===== src/rtl/dma_priority_arbiter.sv =====
// DMA request front end: synchronises DREQ pins, qualifies them with mask and
// software requests, and arbitrates (fixed or rotating) into a held one-hot grant.
module dma_priority_arbiter #(
    parameter int SYNC_STAGES         = 2,
    parameter int SW_REQ_IGNORES_MASK = 1
) (
    input  logic       CLK,
    input  logic       RESET_N,
    input  logic [3:0] DREQ,
    input  logic       cmd_disable,
    input  logic       cmd_rotate,
    input  logic       cmd_dreq_low,
    input  logic       cmd_dack_high,
    input  logic [3:0] mask,
    input  logic [3:0] sw_req,
    input  logic       idle_cycle,
    input  logic       dack_en,
    input  logic       service_end,
    output logic [3:0] VALID_DREQ,
    output logic [3:0] DACK,
    output logic [1:0] active_ch,
    output logic [3:0] req_status
);

    localparam logic [1:0] ST_IDLE    = 2'd0;
    localparam logic [1:0] ST_GRANT   = 2'd1;
    localparam logic [1:0] ST_SERVICE = 2'd2;

    localparam logic L_SW_IGNORES_MASK = (SW_REQ_IGNORES_MASK != 0);

    logic [3:0] r_sync [SYNC_STAGES];
    logic [1:0] r_state;
    logic [1:0] r_ptr;
    logic [3:0] r_valid;
    logic [1:0] r_active;
    logic [3:0] r_req_status;

    logic [3:0] w_sreq;
    logic [3:0] w_eff;
    logic [1:0] w_base;
    logic [7:0] w_dbl;
    logic [3:0] w_rot;
    logic [1:0] w_off;
    logic [1:0] w_win;
    logic [3:0] w_win_onehot;
    logic       w_new_grant;
    logic       w_release;
    logic [3:0] w_dack_act;

    // DREQ is asynchronous to CLK; the first stage may go metastable.
    always_ff @(posedge CLK or negedge RESET_N) begin
        if (!RESET_N) begin
            for (int s = 0; s < SYNC_STAGES; s++) begin
                r_sync[s] <= 4'b0000;
            end
        end else begin
            r_sync[0] <= DREQ;
            for (int s = 1; s < SYNC_STAGES; s++) begin
                r_sync[s] <= r_sync[s-1];
            end
        end
    end

    assign w_sreq = r_sync[SYNC_STAGES-1] ^ {4{cmd_dreq_low}};
    assign w_eff  = (w_sreq & ~mask) | (sw_req & (~mask | {4{L_SW_IGNORES_MASK}}));

    // Rotate requests so the highest-priority channel sits at bit 0, pick the
    // lowest set bit, then rotate the index back.
    assign w_base = cmd_rotate ? r_ptr : 2'd0;
    assign w_dbl  = {w_eff, w_eff} >> w_base;
    assign w_rot  = w_dbl[3:0];

    always_comb begin
        w_off = 2'd0;
        casez (w_rot)
            4'b???1: w_off = 2'd0;
            4'b??10: w_off = 2'd1;
            4'b?100: w_off = 2'd2;
            4'b1000: w_off = 2'd3;
            default: w_off = 2'd0;
        endcase
    end

    assign w_win        = w_base + w_off;
    assign w_win_onehot = 4'b0001 << w_win;
    assign w_new_grant  = idle_cycle && !cmd_disable && (w_eff != 4'b0000);
    assign w_release    = (r_state != ST_IDLE) && service_end;

    // Grant FSM; service_end takes precedence in both held states.
    always_ff @(posedge CLK or negedge RESET_N) begin
        if (!RESET_N) begin
            r_state  <= ST_IDLE;
            r_valid  <= 4'b0000;
            r_active <= 2'd0;
            r_ptr    <= 2'd0;
        end else begin
            case (r_state)
                ST_IDLE: begin
                    if (w_new_grant) begin
                        r_state  <= ST_GRANT;
                        r_valid  <= w_win_onehot;
                        r_active <= w_win;
                    end
                end
                ST_GRANT: begin
                    if (w_release) begin
                        r_state <= ST_IDLE;
                        r_valid <= 4'b0000;
                        if (cmd_rotate) begin
                            r_ptr <= r_active + 2'd1;
                        end
                    end else if (dack_en) begin
                        r_state <= ST_SERVICE;
                    end else if (!w_eff[r_active]) begin
                        r_state <= ST_IDLE;
                        r_valid <= 4'b0000;
                    end
                end
                ST_SERVICE: begin
                    if (w_release) begin
                        r_state <= ST_IDLE;
                        r_valid <= 4'b0000;
                        if (cmd_rotate) begin
                            r_ptr <= r_active + 2'd1;
                        end
                    end
                end
                default: begin
                    r_state <= ST_IDLE;
                    r_valid <= 4'b0000;
                end
            endcase
        end
    end

    always_ff @(posedge CLK or negedge RESET_N) begin
        if (!RESET_N) begin
            r_req_status <= 4'b0000;
        end else begin
            r_req_status <= w_eff;
        end
    end

    assign w_dack_act = r_valid & {4{dack_en}};
    assign DACK       = ~(w_dack_act ^ {4{cmd_dack_high}});
    assign VALID_DREQ = r_valid;
    assign active_ch  = r_active;
    assign req_status = r_req_status;

`ifndef SYNTHESIS
    a_valid_onehot0 : assert property (@(posedge CLK) disable iff (!RESET_N)
        $onehot0(r_valid));
`endif

endmodule

===== config.mk =====
export PLATFORM = sky130hd
export DESIGN_NAME = dma_priority_arbiter
export DESIGN_NICKNAME = d
export VERILOG_FILES = /design/src/rtl/dma_priority_arbiter.sv
export SDC_FILE = /design/constraint.sdc
export NUM_CORES = 1
export LEC_CHECK = 0
export CAP_MARGIN = 30
export CORE_MARGIN = 10
export CORE_UTILIZATION = 35
export DETAILED_ROUTE_END_ITERATION = 10
export PLACE_DENSITY = 0.67
export SYNTH_ARGS = -nofsm -noshare
export SYNTH_HDL_FRONTEND = slang
export SYNTH_SLANG_ARGS = --single-unit

===== constraint.sdc =====
create_clock -name CLK -period 3.02 [get_ports CLK]
set_input_delay 0.302 -clock CLK [delete_from_list [all_inputs] [get_ports CLK]]
set_output_delay 0.302 -clock CLK [all_outputs]
set_load 0.02 [all_outputs]

* Word level (Yosys, flattened, before mapping)
Index checks and enable logic that the tools add are counted.
** Operators by class
- Equality and inequality tests :: 10
- Multiplexer cells :: 16
- Bitwise gates (word level) :: 7
- Magnitude comparators :: 1
- Add/sub/neg operators :: 2
- Shift operators :: 2
- Reduce and logical (&&, ||, !) cells :: 12
** Operator list (number)
- two-way mux 4 bit :: 5
- two-way mux 2 bit :: 6
- one-hot mux 2 bit (3 select lines) :: 2
- one-hot mux 4 bit (3 select lines) :: 1
- bitwise AND 4 bit :: 2
- inverter 4 bit :: 2
- right shift 8 x 2 -> 4 bit :: 1
- XOR 4 bit :: 2
- inequality test 3 bit, second input constant :: 2
- AND reduction 3 bit :: 2
- == test 2 bit, second input constant :: 2
- == test 4 bit, second input constant :: 1
- inequality test 2 bit, second input constant :: 2
- inequality test 4 bit, second input constant :: 1
- bitwise OR 4 bit :: 1
- AND reduction 4 bit :: 1
- nonzero test 4 bit :: 1
- << shifter 1 x 2 -> 4 bit, first input constant :: 1
- == test 3 bit, second input constant :: 1
- logical AND 1 bit :: 3
- < comparator 2 x 3 -> 1 bit, second input constant :: 1
- adder 2 x 1 -> 2 bit, second input constant :: 1
- adder 2 bit :: 1
- binary-select mux 1 bit (select 2 bit) :: 1
- 7 further kinds :: 7
** Word-level totals
- Word-level logic and storage cells :: 57
- Output and inout bits :: 14
- Bits of input ports :: 21
- Flip-flop bits (word level) :: 22

* Depth between registers and ports, before layout
Gate-level depths: netlist of run 1.
- Word-level depth :: 10
- Depth in mapped cells :: 10

* Worst setup path before layout of run 1
OpenSTA, ideal clock, no wires.
- Kind :: register to register
- Start point :: register r_sync[1] (netlist name)
- End point :: register r_valid[1], in the netlist VALID_DREQ[1]
- Library setup time :: 0.122 ns
- Cell stages (with the launch flop) :: 11
- Path slack :: 0.836 ns
- Arrival time :: 2.063 ns
- Cell sequence :: dfrtp_1 > xnor2_1 > o21bai_2 > nand2_1 > o2bb2ai_1 > a221oi_1 > a21oi_1 > ha_1 > xor2_1 > xnor2_1 > a32o_1
** On the way
- Cells in the longest elaborated chain, start to end :: 10
- Elaborated cells between the ends (all ways) :: 19
- Classes of those cells :: add/sub (1); eq/ne (5); shift (2); mux (5); bitwise (3); reduce/logical (3)
** Ends and longest elaborated chain
- start: declaration :: line 31 : logic [3:0] r_sync [SYNC_STAGES];
- start signal: indexed assignment :: line 59 : r_sync[s] <= r_sync[s-1];
- XOR 4 bit * :: line 64 : assign w_sreq = r_sync[SYNC_STAGES-1] ^ {4{cmd_dreq_low}};
- bitwise AND 4 bit * :: line 65 : assign w_eff = (w_sreq & ~mask) | (sw_req & (~mask | {4{L_SW_IGNORES_MASK}}));
- bitwise OR 4 bit * :: line 65
- net w_eff[1] :: line 39 : logic [3:0] w_eff;
- right shift 8 x 2 -> 4 bit :: line 70 : assign w_dbl = {w_eff, w_eff} >> w_base;
- == test 4 bit, or another cell as far along :: line 75 : casez (w_rot)
- one-hot mux 2 bit (3 select lines) :: line 75
- adder 2 bit :: line 84 : assign w_win = w_base + w_off;
- << shifter 1 x 2 -> 4 bit :: line 85 : assign w_win_onehot = 4'b0001 << w_win;
- two-way mux 4 bit :: line 99 : if (w_new_grant) begin
- one-hot mux 4 bit (3 select lines) :: line 97 : case (r_state)
- end signal: assignment :: line 101 : r_valid <= w_win_onehot;
- end: declaration :: line 34 : logic [3:0] r_valid;
Mark *: on every way through the listed nets, which the timed path passes. The rest lies on a longest branch. The select of a mux whose other input is x is not followed.
A chain may end at the register's enable or synchronous reset.

* Final worst setup path of run 1
- Start point :: input cmd_dreq_low
- End point :: register r_valid[1], in the netlist VALID_DREQ[1]
** On the way
- Cells in the longest elaborated chain, start to end :: 10
- Elaborated cells between the ends (all ways) :: 19
- Classes of those cells :: add/sub (1); eq/ne (5); shift (2); mux (5); bitwise (3); reduce/logical (3)
** Ends and longest elaborated chain
- start: declaration :: line 12 : input logic cmd_dreq_low,
- XOR 4 bit * :: line 64
- bitwise AND 4 bit * :: line 65
- bitwise OR 4 bit * :: line 65
- net w_eff[1] :: line 39
- right shift 8 x 2 -> 4 bit :: line 70
- == test 4 bit, or another cell as far along :: line 75
- one-hot mux 2 bit (3 select lines) :: line 75
- adder 2 bit :: line 84
- << shifter 1 x 2 -> 4 bit :: line 85
- two-way mux 4 bit :: line 99
- one-hot mux 4 bit (3 select lines) :: line 97
Marked as above.

==> results of run 1 <==
==> registers in the layout (all words and copies together), names as in the netlist <==
register,flops
r_sync,8
VALID_DREQ,4
req_status,4
active_ch,2
r_ptr,2
r_state,2
==> cell usage in the layout, fill, tap and decap left out, types with 2 or more instances in the layout <==
master	n
clkdlybuf4s50_1	34
dfrtp_1	22
nand2_1	14
inv_1	7
xor2_1	7
a21oi_1	6
xnor2_1	5
o21ai_0	4
ha_1	4
o2bb2ai_1	3
a32o_1	3
clkbuf_4	3
nor2_1	2
nor4_1	2
mux2i_1	2
mux2_2	2
==> critical path, delay by kind of cell <==
family	cells	cell delay (ns)
buf+inv	1	0.58
xor+xnor	3	0.54
simple gates	1	0.09
compound gates	5	1.07
fa+ha+maj	1	0.19
==> power by group through the flow <==
stage	clock [uW]	combinational (uW)	sequential, uW
final	226	585	421
after global routing	248	657	434
after CTS	235	591	423
after detailed placement	0	584	431
after global placement	0	578	429
after floorplan	0	335	463
==> logic make-up after synthesis <==
family,synth area share (%)
DFF,47.8
buffers and inverters,2.61
muxes,5.65
and+or+nand+nor,11.1
adders and majority gates,4.35
xor gates and xnor gates,9.13
AOI/OAI and AO/OA,19.3
==> area by class of cell <==
| type | instances | area share [%] |
|---|---|---|
| multi-input combinational | 74 | 35.2 |
| sequential | 22 | 34.0 |
| timing repair buffer | 36 | 22.4 |
| tap | 44 | 3.40 |
| clock inverter | 1 | 1.85 |
| inverter | 8 | 1.85 |
| clock buffer | 3 | 1.39 |
==> worst min-delay path by stage <==
| stage | start | end | slack [ns] | cells past startpoint |
|---|---|---|---|---|
| after floorplan | RESET_N | VALID_DREQ[0] | 0.006 | 0 |
| after global placement | r_sync[4] | r_sync[0] | 0.33 | 0 |
| after detailed placement | r_sync[6] | r_sync[2] | 0.34 | 0 |
| after CTS | r_sync[6] | r_sync[2] | 0.37 | 0 |
| after global routing | RESET_N | r_sync[2] | 0.13 | 1 |
| final | RESET_N | r_sync[4] | 0.16 | 1 |
==> routing by layer <==
metal / vias up / GRT usage [%] / routed length, um
li1: 456 / - / -
met3: 5 / 2.88 / 101
met5: - / 0 / 0
met2: 10 / 16.0 / 1400
met1: 440 / 10.2 / 1030
met4: 0 / 2.74 / 30
==> metrics by stage <==
| step | instance area, sq um | total power [uW] | utilization (%) | instances |
|---|---|---|---|---|
| after global placement | 1550 | 1010 | 50.1 | 183 |
| after floorplan | 1150 | 797 | - | 104 |
| final | 1620 | 1230 | 52.3 | 188 |
| after CTS | 1610 | 1250 | 51.8 | 187 |
| after detailed placement | 1550 | 1010 | 50.1 | 183 |
| after global routing | 1620 | 1340 | 52.3 | 188 |
==> cells in the mapped netlist, types with 2 or more instances <==
master | count | share of area, %
inv_1 | 7 | 2.3
nor4_1 | 2 | 1.1
a32o_1 | 3 | 2.6
dfrtp_1 | 22 | 48
a21oi_1 | 6 | 2.6
xnor2_1 | 5 | 3.8
o21ai_0 | 4 | 1.7
o2bb2ai_1 | 3 | 2.3
mux2_2 | 2 | 2.0
xor2_1 | 7 | 5.3
nor2_1 | 2 | 0.65
nand2_1 | 14 | 4.6
ha_1 | 4 | 4.3
mux2i_1 | 2 | 1.7
==> flow_summary.json, run 1 <==
{
  "p_int_uw": 775,
  "whs_ns": 0.158,
  "route.vias.total": 911,
  "rsz0062_at_grt": "no",
  "r2r_cells": 10,
  "p_sw_share_pct": 37.1,
  "cp_slowest_cell": "clkdlybuf4s50_1",
  "avgSynthCellArea_sq_um": 11.1,
  "ys_warn_count": 0,
  "grt_max_degree": 23,
  "p_leak_uw": 0.000672,
  "globalRouteOverflowTotal": 0,
  "clk_latency_ns": 0.31,
  "synth_edf_count": 0,
  "synthCells": 104,
  "wl_um": 2560,
  "ys_seq_area_share_pct": 47.8,
  "max_clock_freq_mhz": 391,
  "slew_viol_final": 0,
  "worst_slack_ns": 0.465,
  "p_seq_share_pct": 34.2,
  "endpoint_kind": "flop",
  "fin_skew_ns": 0.00135,
  "max-vdd-ir-drop_mv": 0.363,
  "cts_buffers": 3,
  "dieArea_sq_um": 5980,
  "combPwrFrac_pct": 47.5,
  "hpwl_um": 2140,
  "antenna_cells": 0,
  "synthArstFlopShare_pct": 100,
  "core_region_area_sq_um": 3100,
  "cap_violations": 0,
  "synth_ff_type": "dfrtp_1",
  "grt_pass1_wl_um": 4560,
  "layout.nets": 170,
  "htreeDepth": 1,
  "worstPathRequired_ns": 3.24,
  "place_congestion": 0.761,
  "fp.dieW_um": 77.4,
  "start_util_pct": 37.1,
  "cts_setup_buffers": 0,
  "tightestPinTransition_ns": 0.574,
  "die_h_um": 77.4,
  "syn_to_final_growth_pct": 40.9,
  "r2r_start": "r_sync[1]",
  "slew_headroom_pct": 61.4,
  "ys_seq_elements": 22,
  "crit_fanout": 9,
  "crit_chain": "clkdlybuf4s50_1 > xnor2_1 > o21bai_2 > nand2_1 > o2bb2ai_1 > a221oi_1 > a21oi_1 > ha_1 > xor2_1 > xnor2_1 > a32o_1",
  "startpoint": "cmd_dreq_low",
  "worst_ep_arrival_time_ns": 2.77,
  "drc": 0,
  "power.density_nw_per_um2": 760,
  "ctsResizeCount": 0,
  "grt_pass1_vias": 956,
  "seqCellArea_sq_um": 551,
  "cts_tree": "done",
  "cp_common_cell": "xnor2_1",
  "cp-start-kind": "input port",
  "drtIter0Drc": 79,
  "cts.sinks": 22,
  "worstSetupEndpoint": "VALID_DREQ[1]",
  "via_per_inst": 4.85,
  "first_pass_iters": 4,
  "antenna_left": 0,
  "hold_path.class": "input port to asynchronous set/reset pin",
  "syn_area_sq_um": 1150,
  "finalSetupViolations": 0,
  "switchingPower_uw": 457,
  "critPathKind": "input port to flop",
  "multi_input_area_sq_um": 571,
  "status": "finished, final reports clean",
  "port-buffer-count": 34,
  "p_clk_share_pct": 18.3,
  "post_drt_wl_per_cell_um": 13.6,
  "dp_slack_ns": 0.143,
  "r2r_end": "VALID_DREQ[1]",
  "ys_types": 35,
  "cts.clk_slew.worst_paths_ns": 0.12,
  "io_pins": 35,
  "hold_viol_final": 0,
  "fin_crit_ns": 2.55,
  "rrSetupSlack_ns": 0.63,
  "critPathMaxStageDelay_ns": 0.58,
  "syn_nets": 129,
  "cts_root_buf": "clkbuf_4",
  "drive_above_1_share_pct": 11.1,
  "fillCellCount": 291,
  "tns_ns": 0,
  "grt_antenna_before_repair": 0,
  "grt.total_usage_pct": 9.08,
  "final.period_utilization_pct": 84.6,
  "fp-row-count": 20,
  "cts.hold.buffers_added": 0,
  "clockBufferDepth": 2
}
No activity file was read; power rests on OpenSTA's default activity.
==> inputs of run 2 (changes only) <==
--- a/config.mk
+++ b/config.mk
@@ -9,7 +9,7 @@
 export CORE_MARGIN = 10
 export CORE_UTILIZATION = 35
 export DETAILED_ROUTE_END_ITERATION = 10
-export PLACE_DENSITY = 0.67
+export PLACE_DENSITY = 0.69
 export SYNTH_ARGS = -nofsm -noshare
 export SYNTH_HDL_FRONTEND = slang
 export SYNTH_SLANG_ARGS = --single-unit
==> constraint.sdc (replaced) <==
create_clock -name CLK -period 2.2 [get_ports CLK]
set_input_delay 0.22 -clock CLK [delete_from_list [all_inputs] [get_ports CLK]]
set_output_delay 0.22 -clock CLK [all_outputs]
set_load 0.02 [all_outputs]
==> run 2 against run 1 <==
  * The run now ends with negative setup slack left
  * Global-route usage is 0.44 points higher
  * First-iteration DRC count is 59% lower
  * Clock skew is 0.0097 ns higher
  * Critical endpoint unchanged
  * Largest cell class unchanged
==> flow_summary.json, run 2 (synthesis gave the netlist of run 1 again) <==
{
  "htreeDepth": 1,
  "crit_fanout": 4,
  "cts.sinks": 22,
  "worst_slack_ns": -0.103,
  "place_congestion": 0.806,
  "placed_area_sq_um": 1690,
  "tns_ns": -0.215,
  "r2r_end": "VALID_DREQ[1]",
  "grt_pass1_vias": 1056,
  "post_drt_wl_per_cell_um": 13.7,
  "regMostFlops": "r_sync",
  "max-vdd-ir-drop_mv": 0.800,
  "cp_slowest_cell": "dfrtp_1",
  "first_pass_iters": 4,
  "drc": 0,
  "fp-row-count": 20,
  "antenna_left": 0,
  "crit_chain": "xnor2_2 > o21bai_4 > and2b_2 > nor2_1 > a2bb2oi_1 > a21oi_1 > ha_2 > xor2_4 > xnor2_2 > a32o_1",
  "drtIter0Drc": 32,
  "layout_common_cells": "clkdlybuf4s50_1, dfrtp_1, buf_4",
  "clk_latency_ns": 0.31,
  "io_pins": 35,
  "globalRouteOverflowTotal": 0,
  "critPathMaxStageDelay_ns": 0.42,
  "dieArea_sq_um": 5980,
  "max_clock_freq_mhz": 434,
  "hpwl_um": 2290,
  "largest_reg_flops": 8,
  "fin_skew_ns": 0.0110,
  "clockBufferDepth": 2,
  "wl_um": 2830,
  "grt_antenna_before_repair": 0,
  "r2r_cells": 10,
  "core_region_area_sq_um": 3100,
  "status": "complete, but fails checks",
  "cts_tree": "done",
  "finalPower_uw": 1860,
  "cap_violations": 0,
  "whs_ns": 0.242,
  "rrSetupSlack_ns": -0.10,
  "tightestPinTransition_ns": 0.530,
  "antenna_cells": 0,
  "cts_root_buf": "clkbuf_4",
  "power.density_nw_per_um2": 1020,
  "final_area_sq_um": 1820,
  "worstPathRequired_ns": 2.41,
  "violations": "negative setup slack",
  "grt_max_degree": 23,
  "finalSetupViolations": 3,
  "final_common_cell": "clkdlybuf4s50_1",
  "fin_crit_ns": 2.30,
  "cts_buffers": 3,
  "endpoint_kind": "flop",
  "fillCellCount": 278,
  "seqCellArea_sq_um": 551,
  "fp.dieW_um": 77.4,
  "syn_to_final_growth_pct": 58.4,
  "grt_pass1_wl_um": 4820,
  "drive_above_1_share_pct": 25.9,
  "hold_path.class": "input port to asynchronous set/reset pin",
  "multi_input_area_sq_um": 646,
  "via_per_inst": 4.83,
  "cp-start-kind": "flop",
  "port-buffer-count": 34,
  "p_leak_uw": 0.000778,
  "route.vias.total": 995,
  "slew_headroom_pct": 64.3,
  "r2r_start": "r_sync[0]",
  "grt.total_usage_pct": 9.52,
  "cp_common_cell": "xnor2_2",
  "layout.nets": 188,
  "worst_ep_arrival_time_ns": 2.51,
  "critPathKind": "flop to flop",
  "hold_viol_final": 0,
  "cts.clk_slew.worst_paths_ns": 0.13,
  "rsz0062_at_grt": "yes",
  "start_util_pct": 37.1,
  "slew_viol_final": 0,
  "final.period_utilization_pct": 105,
  "die_h_um": 77.4
}
[run 2: cell count changes in the layout (fill, tap and decap cells not counted), sizes merged]
cell and change:
buf +18, clkdlybuf4s50 -1, dlygate4sd2 +1
[run 2: area by class of cell]
type | instances | area share, %
Tap cell | 44 | 3.02
Clock buffer | 3 | 1.24
Clock inverter | 1 | 1.65
Multi-Input combinational cell | 74 | 35.4
Sequential cell | 22 | 30.2
Inverter | 8 | 1.65
Timing Repair Buffer | 54 | 26.8
[run 2: worst max-delay path, delay by kind of cell, from the launching register on]
family                     cells  cell delay [ns]
AOI/OAI and AO/OA              4             0.70
xor gates and xnor gates       3             0.49
DFF                            1             0.42
and+or+nand+nor                2             0.36
adders and majority gates      1             0.22
[run 2: stage by stage]
step                      util, %  setup WS, ns  std cells
after floorplan                 -        0.0159        104
after global placement       54.4        -0.400        201
after detailed placement     54.4        -0.438        201
after CTS                    56.9       -0.0473        205
after global routing         58.8        -0.211        206
final                        58.8        -0.103        206
[run 2: worst max-delay path by stage]
stage	from	endpoint	slack [ns]	cells past startpoint
6_report	r_sync[0]	VALID_DREQ[1]	-0.10	10
3_3_place_gp	cmd_dreq_low	VALID_DREQ[1]	-0.40	11
2_1_floorplan	r_sync[1]	VALID_DREQ[1]	0.02	10
4_1_cts	r_sync[1]	VALID_DREQ[3]	-0.05	10
5_1_grt	r_sync[0]	VALID_DREQ[3]	-0.21	10
3_5_place_dp	cmd_dreq_low	VALID_DREQ[1]	-0.44	11
[run 2: report_power, final]
group          internal, uW  switching [uW]  leakage, uW
clock network           184             126    0.0000279
registers               500            77.1     0.000265
logic                   487             485     0.000485
total                  1170             688     0.000778
[run 2: layer usage]
layer / global-route usage (%) / part of all wire, %
met3: 4.03 / 7.4
met4: 2.19 / 0.78
met1: 10.7 / 43
met2: 16.4 / 49
met5: 0 / 0
[run 2: what timing repair did]
| action | in CTS | in global routing |
|---|---|---|
| gates cloned | 0 | 0 |
| hold buffers | 0 | 0 |
| pin swaps | 6 | 1 |
| endpoints found under the setup margin | 4 | 7 |
| gates resized for setup | 5 | 7 |
| buffers inserted | 0 | 1 |
==> inputs of run 3 (changes only) <==
--- a/config.mk
+++ b/config.mk
@@ -9,7 +9,7 @@
 export CORE_MARGIN = 10
 export CORE_UTILIZATION = 35
 export DETAILED_ROUTE_END_ITERATION = 10
-export PLACE_DENSITY = 0.69
+export PLACE_DENSITY_LB_ADDON = 0.25
 export SYNTH_ARGS = -nofsm -noshare
 export SYNTH_HDL_FRONTEND = slang
 export SYNTH_SLANG_ARGS = --single-unit
==> run 3 against run 2 <==
  * The flow still finishes with violations (negative setup slack)
  * Worst hold slack got worse by 0.0028 ns
  * Sequential power up 0.9%
  * Via count increased by 2.3%
  * Critical endpoint is now VALID_DREQ[3]
  * Clock skew shrank 0.0026 ns
==> flow_summary.json, run 3 (synthesis gave the netlist of run 1 again) <==
{
  "status": "complete, but fails checks",
  "violations": "negative setup slack",
  "cts_tree": "done",
  "slew_headroom_pct": 70.5,
  "first_pass_iters": 4,
  "layout_common_cells": "clkdlybuf4s50_1, dfrtp_1, buf_4",
  "placed_area_sq_um": 1690,
  "cts_root_buf": "clkbuf_4",
  "rsz0062_at_grt": "yes",
  "largest_reg_flops": 8,
  "drive_above_1_share_pct": 33.3,
  "grt_pass1_wl_um": 5020,
  "globalRouteOverflowTotal": 0,
  "place_inst": 201,
  "max_clock_freq_mhz": 438,
  "use_met3_pct": 2.19,
  "grt_pass1_vias": 1073,
  "core_region_area_sq_um": 3100,
  "cts_buffers": 3,
  "port-buffer-count": 34,
  "start_util_pct": 37.1,
  "wl_um": 3150,
  "slew_viol_final": 0,
  "place_congestion": 0.788,
  "worst_slack_ns": -0.0840,
  "layout.nets": 191,
  "grt_antenna_before_repair": 0,
  "fillCellCount": 266,
  "cap_violations": 0,
  "final_common_cell": "clkdlybuf4s50_1",
  "dieArea_sq_um": 5980,
  "tns_ns": -0.149,
  "cts.clk_slew.worst_paths_ns": 0.13,
  "crit_fanout": 5,
  "hold_path.class": "input port to asynchronous set/reset pin",
  "finalSetupViolations": 3,
  "final_cells": 209,
  "grt_util_met1_pct": 12.4,
  "fp-row-count": 20,
  "regMostFlops": "r_sync",
  "final_area_sq_um": 1910,
  "io_pins": 35,
  "fin_crit_ns": 2.28,
  "cts.sinks": 22,
  "fp.dieW_um": 77.4,
  "worst_ep_arrival_time_ns": 2.49,
  "cp-start-kind": "flop",
  "p_leak_uw": 0.000806,
  "antenna_cells": 0,
  "critPathKind": "flop to flop",
  "power.density_nw_per_um2": 1010,
  "globalRouteMet2Util_pct": 17.0,
  "via_per_inst": 4.87,
  "busiest_layer": "met2",
  "die_h_um": 77.4,
  "clk_latency_ns": 0.31,
  "final.period_utilization_pct": 104,
  "endpoint_kind": "flop",
  "cts.hold.buffers_added": 0,
  "max-vdd-ir-drop_mv": 0.732,
  "grt.total_usage_pct": 10.0,
  "htreeDepth": 1,
  "syn_to_final_growth_pct": 65.8,
  "antenna_left": 0,
  "worstPathRequired_ns": 2.40,
  "post_drt_wl_per_cell_um": 15.1,
  "clockBufferDepth": 2,
  "hpwl_um": 2300,
  "drc": 0,
  "route.vias.total": 1018,
  "grt_max_degree": 23,
  "hold_viol_final": 0,
  "fin_skew_ns": 0.00843,
  "tightestPinTransition_ns": 0.440,
  "drtIter0Drc": 74
}
-- run 3: area by class of cell --
type | instances | area, sq um | share of cell area (%)
clock buffers | 3 | 22.5 | 1.18
well taps | 44 | 55.1 | 2.89
clock inverters | 1 | 30.0 | 1.57
repair buffers | 57 | 515 | 27.0
flip-flops and latches | 22 | 551 | 28.9
inverters | 8 | 32.5 | 1.70
multi-input cells | 74 | 702 | 36.8
-- run 3: per-stage QoR --
stage	total power [uW]	utilization [%]	hold WS, ns	setup slack [ns]
final	1920	61.5	0.239	-0.0840
after global routing	2060	61.5	0.249	-0.145
after CTS	1850	59.4	0.255	-0.0699
after detailed placement	1490	54.4	0.336	-0.510
after global placement	1470	54.4	0.332	-0.426
after floorplan	1090	-	-0.0756	0.0159
-- run 3: routing by layer --
| metal | vias up | wire length [um] |
|---|---|---|
| li1 | 491 | - |
| met1 | 494 | 1360 |
| met2 | 29 | 1610 |
| met3 | 4 | 140 |
| met4 | 0 | 38 |
| met5 | - | 0 |
-- run 3: repair_timing --
item,CTS,global route
hold endpoints to repair,0,0
endpoints found under the setup margin,6,8
setup buffers,4,3
pin swaps,8,8
resized for setup,11,14
-- run 3: worst max-delay path: stages (launching register included) --
cell	delay (ns)
dfrtp_1	0.42
xnor2_2	0.24
o21bai_4	0.12
and2b_2	0.24
nor2_2	0.13
a2bb2oi_2	0.14
a21oi_1	0.08
ha_2	0.21
xor2_4	0.18
xor2_2	0.19
a32o_1	0.24
-- run 3: where the power goes --
part / total (uW) / internal, uW / switching (uW)
combinational: 1040 / 509 / 526
clock: 307 / 184 / 123
sequential: 582 / 500 / 82.4
-- run 3: worst paths after layout --
check,from,end,slack [ns],cells after the start
worst max-delay path,r_sync[1],VALID_DREQ[3],-0.08,10
worst min-delay path,RESET_N,req_status[0],0.24,2
worst max register to register,r_sync[1],VALID_DREQ[3],-0.08,10
worst min register to register,r_sync[6],r_sync[2],0.36,0
max in group asynchronous,RESET_N,active_ch[1],1.73,2
min in group CLK,DREQ[1],r_sync[5],0.33,1
